===== src/rtl/fwd_sel_ctrl_pkg.sv =====
// Shared definitions for the EX-stage forwarding controller: select codes,
// destination-register shadow entry and the "stage writes register" test.
package fwd_sel_ctrl_pkg;

  localparam int REG_IDX_W = 5;

  localparam logic [1:0] FWD_RF  = 2'b00;
  localparam logic [1:0] FWD_MEM = 2'b01;
  localparam logic [1:0] FWD_WB  = 2'b10;
  localparam logic [1:0] FWD_RET = 2'b11;

  typedef struct packed {
    logic                 valid;
    logic [REG_IDX_W-1:0] rd;
    logic                 reg_write;
    logic                 is_load;
  } shadow_t;

  // x0 is hard-wired to zero, so a write to it never produces a forwardable value.
  function automatic logic entry_writes(input shadow_t e, input logic [REG_IDX_W-1:0] r);
    return e.valid && e.reg_write && (e.rd == r) && (e.rd != '0);
  endfunction

endpackage


===== src/rtl/fwd_sel_ctrl_match.sv =====
// Per-operand forwarding priority encoder: youngest in-flight producer wins.
module fwd_match
  import fwd_sel_ctrl_pkg::*;
#(
  parameter bit WT_REGFILE = 1'b0
) (
  input  logic [REG_IDX_W-1:0] i_rs,
  input  logic                 i_use,
  input  shadow_t              i_ex,
  input  shadow_t              i_mem,
  input  shadow_t              i_wb,
  output logic [1:0]           o_sel
);

  // Stage names are those the consumer sees now; each producer is one stage
  // further along by the time the consumer occupies EX.
  always_comb begin
    o_sel = FWD_RF;
    if (i_use && (i_rs != '0)) begin
      if (entry_writes(i_ex, i_rs)) begin
        o_sel = FWD_MEM;
      end else if (entry_writes(i_mem, i_rs)) begin
        o_sel = FWD_WB;
      end else if (!WT_REGFILE && entry_writes(i_wb, i_rs)) begin
        o_sel = FWD_RET;
      end
    end
  end

endmodule


===== src/rtl/fwd_sel_ctrl.sv =====
// Forwarding/hazard controller beside the ID/EX register of the 5-stage RV32I
// pipeline: shadows rd metadata EX..RET, registers operand selects, flags load-use.
module fwd_sel_ctrl
  import fwd_sel_ctrl_pkg::*;
#(
  parameter int XLEN_REGS  = 32,
  parameter bit WT_REGFILE = 1'b0
) (
  input  logic                         clk,
  input  logic                         rst,
  input  logic                         id_valid,
  input  logic [$clog2(XLEN_REGS)-1:0] id_rs1,
  input  logic [$clog2(XLEN_REGS)-1:0] id_rs2,
  input  logic                         id_use_rs1,
  input  logic                         id_use_rs2,
  input  logic [$clog2(XLEN_REGS)-1:0] id_rd,
  input  logic                         id_reg_write,
  input  logic                         id_is_load,
  input  logic                         flush,
  output logic                         stall,
  output logic [1:0]                   fwd_a_sel,
  output logic [1:0]                   fwd_b_sel,
  output logic                         ex_valid,
  output logic                         mem_valid,
  output logic                         wb_valid
);

  shadow_t    r_ex, r_mem, r_wb, r_ret;
  logic [1:0] r_a_sel, r_b_sel;
  shadow_t    w_id;
  logic       w_stall, w_accept;
  logic [1:0] w_a_sel, w_b_sel;

  assign w_id = '{valid: 1'b1, rd: id_rd, reg_write: id_reg_write, is_load: id_is_load};

  // A load still in EX has no data yet; its consumer must wait one cycle.
  assign w_stall  = id_valid && !flush && r_ex.is_load &&
                    ((id_use_rs1 && entry_writes(r_ex, id_rs1)) ||
                     (id_use_rs2 && entry_writes(r_ex, id_rs2)));
  assign w_accept = id_valid && !flush && !w_stall;

  fwd_match #(.WT_REGFILE(WT_REGFILE)) u_match_a (
    .i_rs  (id_rs1),
    .i_use (id_use_rs1),
    .i_ex  (r_ex),
    .i_mem (r_mem),
    .i_wb  (r_wb),
    .o_sel (w_a_sel)
  );

  fwd_match #(.WT_REGFILE(WT_REGFILE)) u_match_b (
    .i_rs  (id_rs2),
    .i_use (id_use_rs2),
    .i_ex  (r_ex),
    .i_mem (r_mem),
    .i_wb  (r_wb),
    .o_sel (w_b_sel)
  );

  // ID -> EX boundary and unconditional shadow shift EX -> MEM -> WB -> RET
  always_ff @(posedge clk or posedge rst) begin
    if (rst) begin
      r_ex    <= '0;
      r_mem   <= '0;
      r_wb    <= '0;
      r_ret   <= '0;
      r_a_sel <= FWD_RF;
      r_b_sel <= FWD_RF;
    end else begin
      r_ret   <= r_wb;
      r_wb    <= r_mem;
      r_mem   <= r_ex;
      r_ex    <= w_accept ? w_id : '0;
      r_a_sel <= w_accept ? w_a_sel : FWD_RF;
      r_b_sel <= w_accept ? w_b_sel : FWD_RF;
    end
  end

  assign stall     = w_stall;
  assign fwd_a_sel = r_a_sel;
  assign fwd_b_sel = r_b_sel;
  assign ex_valid  = r_ex.valid;
  assign mem_valid = r_mem.valid;
  assign wb_valid  = r_wb.valid;

endmodule


===== config.mk =====
export PLATFORM = sky130hd
export DESIGN_NAME = fwd_sel_ctrl
export DESIGN_NICKNAME = d
export VERILOG_FILES = /design/src/rtl/fwd_sel_ctrl_pkg.sv /design/src/rtl/fwd_sel_ctrl_match.sv /design/src/rtl/fwd_sel_ctrl.sv
export SDC_FILE = /design/constraint.sdc
export NUM_CORES = 1
export LEC_CHECK = 0
export CAP_MARGIN = 20
export CORE_MARGIN = 4
export CORE_UTILIZATION = 48
export CTS_BUF_LIST = sky130_fd_sc_hd__clkbuf_8
export DETAILED_ROUTE_END_ITERATION = 12
export PLACE_DENSITY = 0.88
export SETUP_SLACK_MARGIN = 0.3
export SLEW_MARGIN = 20
export SYNTH_ARGS = -nofsm -noshare
export SYNTH_HDL_FRONTEND = slang
export SYNTH_HIERARCHICAL = 1
export SYNTH_SLANG_ARGS = --single-unit

===== constraint.sdc =====
create_clock -name clk -period 1.5 [get_ports clk]
set_input_delay 0.3 -clock clk [delete_from_list [all_inputs] [get_ports clk]]
set_output_delay 0.3 -clock clk [all_outputs]
set_load 0.05 [all_outputs]

==> out/results.ini <==
[sta]
rsz0062_at_grt=yes
setup_viol=13
layout_min_cycle_time_ns=1.96
hold_viol=0
slew_viol_final=0
fin_setup_tns_ns=-1.98
post-route-period-util_pct=131
timing.fmax_mhz=510
slew_headroom_pct=71.9
worst_slack_ns=-0.463
finClkSkew_ns=0.00260
tightest_slew_ns=0.422

[clock_tree]
clock_latency_ns=0.28
clkTransAtPathRegs_ns=0.09
cts_hold_buf=0
h-tree-depth=1
cts.root.buffer_cell=clkbuf_8
numCtsBuffers=3
clk_path_buf_depth=2
tritoncts=done
clock_sinks=26

[power]
power_mw=1.60
ir_drop_v=0.000617
cellLeakagePower_nw=1.12
power_density_mw_per_mm2=619

[setup_path]
start_kind=flip-flop
cp_slowest_stage_delay_ns=0.48
cp.required_ns=1.20
crit_type=reg2out
path_max_fanout=4
cp.arrival_ns=1.66
crit_path_end_kind=output pin
timing.critical_path.slowest_stage_cell=dfrtp_2
cp_cell_sequence=xnor2_1, nand4_1, o22ai_2, and2_4, buf_12

[route]
drt_pass1_iterations=4
post_drt_wl_per_cell_um=19.2
wl_mm=5.37
drc_errors=0
num_vias=1593
ant_nets=0
drtIter0Drc=131
vias_per_cell=5.69

[floorplan]
core_mm2=0.00305
start_util_pct=49.9
io_pins=31
row_count=20
dieHeight_um=64.3
die_area_mm2=0.00414
die_w_um=64.3

[grt]
overflow=0
grt_pass1_vias=1718
antenna_found_initial=0
grt_pass1_wl_mm=8.53
grt_max_degree=27
grt_usage_pct=26.7

[finish]
syn_to_final_growth_pct=69.6
nets=260
fillers=162
stdcell_area_mm2=0.00258
drive_gt1_share_pct=45.8
antenna_cells=0

[logic_synthesis]
synthesis.nets=181
ys_warn_count=6
synthesis.area_mm2=0.00152
syn_avg_cell_area_um2=9.65
netlist_instances=158

[status]
violations=setup timing
status=finished, violations left

[job]
maxCapViolCount=0

[placed_design]
port_buffers=30
place_area_mm2=0.00223
place_congestion=0.877
dpl.hpwl_mm=3.37
dp_slack_ns=-0.652

[hold_path]
min_path_type=in2async

==> critical path: cells and delay by family, from the launching register on <==
family,cells,cell delay (ns)
AO/OA/AOI/OAI,1,0.21
XOR/XNOR,1,0.19
buffers and inverters,1,0.13
flip-flops,1,0.48
AND/OR/NAND/NOR,2,0.36
==> per-stage QoR <==
stage          instances  hold WS, ns  util, %
6_report             280        0.395     84.7
5_1_grt              280        0.435     84.7
4_1_cts              277        0.396     82.2
3_5_place_dp         259        0.424     73.1
3_3_place_gp         259        0.418     73.1
2_1_floorplan        158        0.340        -
==> flip-flops by register name, indices dropped and copies added, names as in the netlist <==
register	count
wb_valid	1
r_mem	6
ex_valid	1
mem_valid	1
fwd_a_sel	2
r_ex	7
fwd_b_sel	2
r_wb	6
==> layout by cell type, fill, tap and decap left out, drive strengths merged <==
master,instances
and2b,2
xor2,12
inv,10
nor2,7
xnor2,18
a2111oi,2
and2,1
a221oi,2
o2111ai,2
nand4,5
and4,2
a21oi,14
o21bai,2
nand4bb,2
dlygate4sd2,11
nor3,7
buf,55
nor4,6
o22ai,1
a222oi,2
o31ai,2
a21boi,1
nand2,21
clkdlybuf4s50,10
nor2b,5
nand3,2
dfrtp,26
clkbuf,4
a21bo,2
==> layout make-up <==
class	instances	area, um2	area share (%)
clock inverters	1	3.75	0.145
multi-input cells	120	1030	39.9
clock buffers	3	41.3	1.60
inverters	9	33.8	1.31
flip-flops and latches	26	661	25.6
well taps	44	55.1	2.13
repair buffers	77	759	29.4
==> metal layers <==
layer | part of all wire [%] | wire length [um] | vias to the layer above | global-route usage, %
met2 | 52 | 2790 | 79 | 50.3
met4 | 3.1 | 167 | 0 | 10.0
met1 | 39 | 2090 | 785 | 29.8
met3 | 6.0 | 321 | 17 | 4.39
li1 | - | - | 712 | -
met5 | 0 | 0 | - | 0
==> report_power, final <==
part,switching (mW),internal [mW]
clock network,0.230,0.184
logic,0.203,0.220
registers,0.0381,0.726
==> repair_timing <==
action / in CTS / in global routing
pin swaps: 14 / 18
buffers inserted: 12 / 3
gates cloned: 2 / 0
resized for setup: 44 / 13
setup endpoints to repair: 15 / 15
==> final timing paths <==
kind,start,to,slack (ns),cells after the start
max,r_ex[3]$_DFF_PP0_,stall,-0.46,5
min,rst,fwd_b_sel[0]$_DFF_PP0_,0.39,3
max reg2reg,r_ex[2]$_DFF_PP0_,fwd_a_sel[1]$_DFF_PP0_,-0.33,8
min reg2reg,r_mem[3]$_DFF_PP0_,r_wb[3]$_DFF_PP0_,0.47,0
max in group asynchronous,rst,wb_valid$_DFF_PP0_,0.84,3
min in group clk,r_mem[3]$_DFF_PP0_,r_wb[3]$_DFF_PP0_,0.47,0
Note: power is estimated with default switching activity, not from simulation.
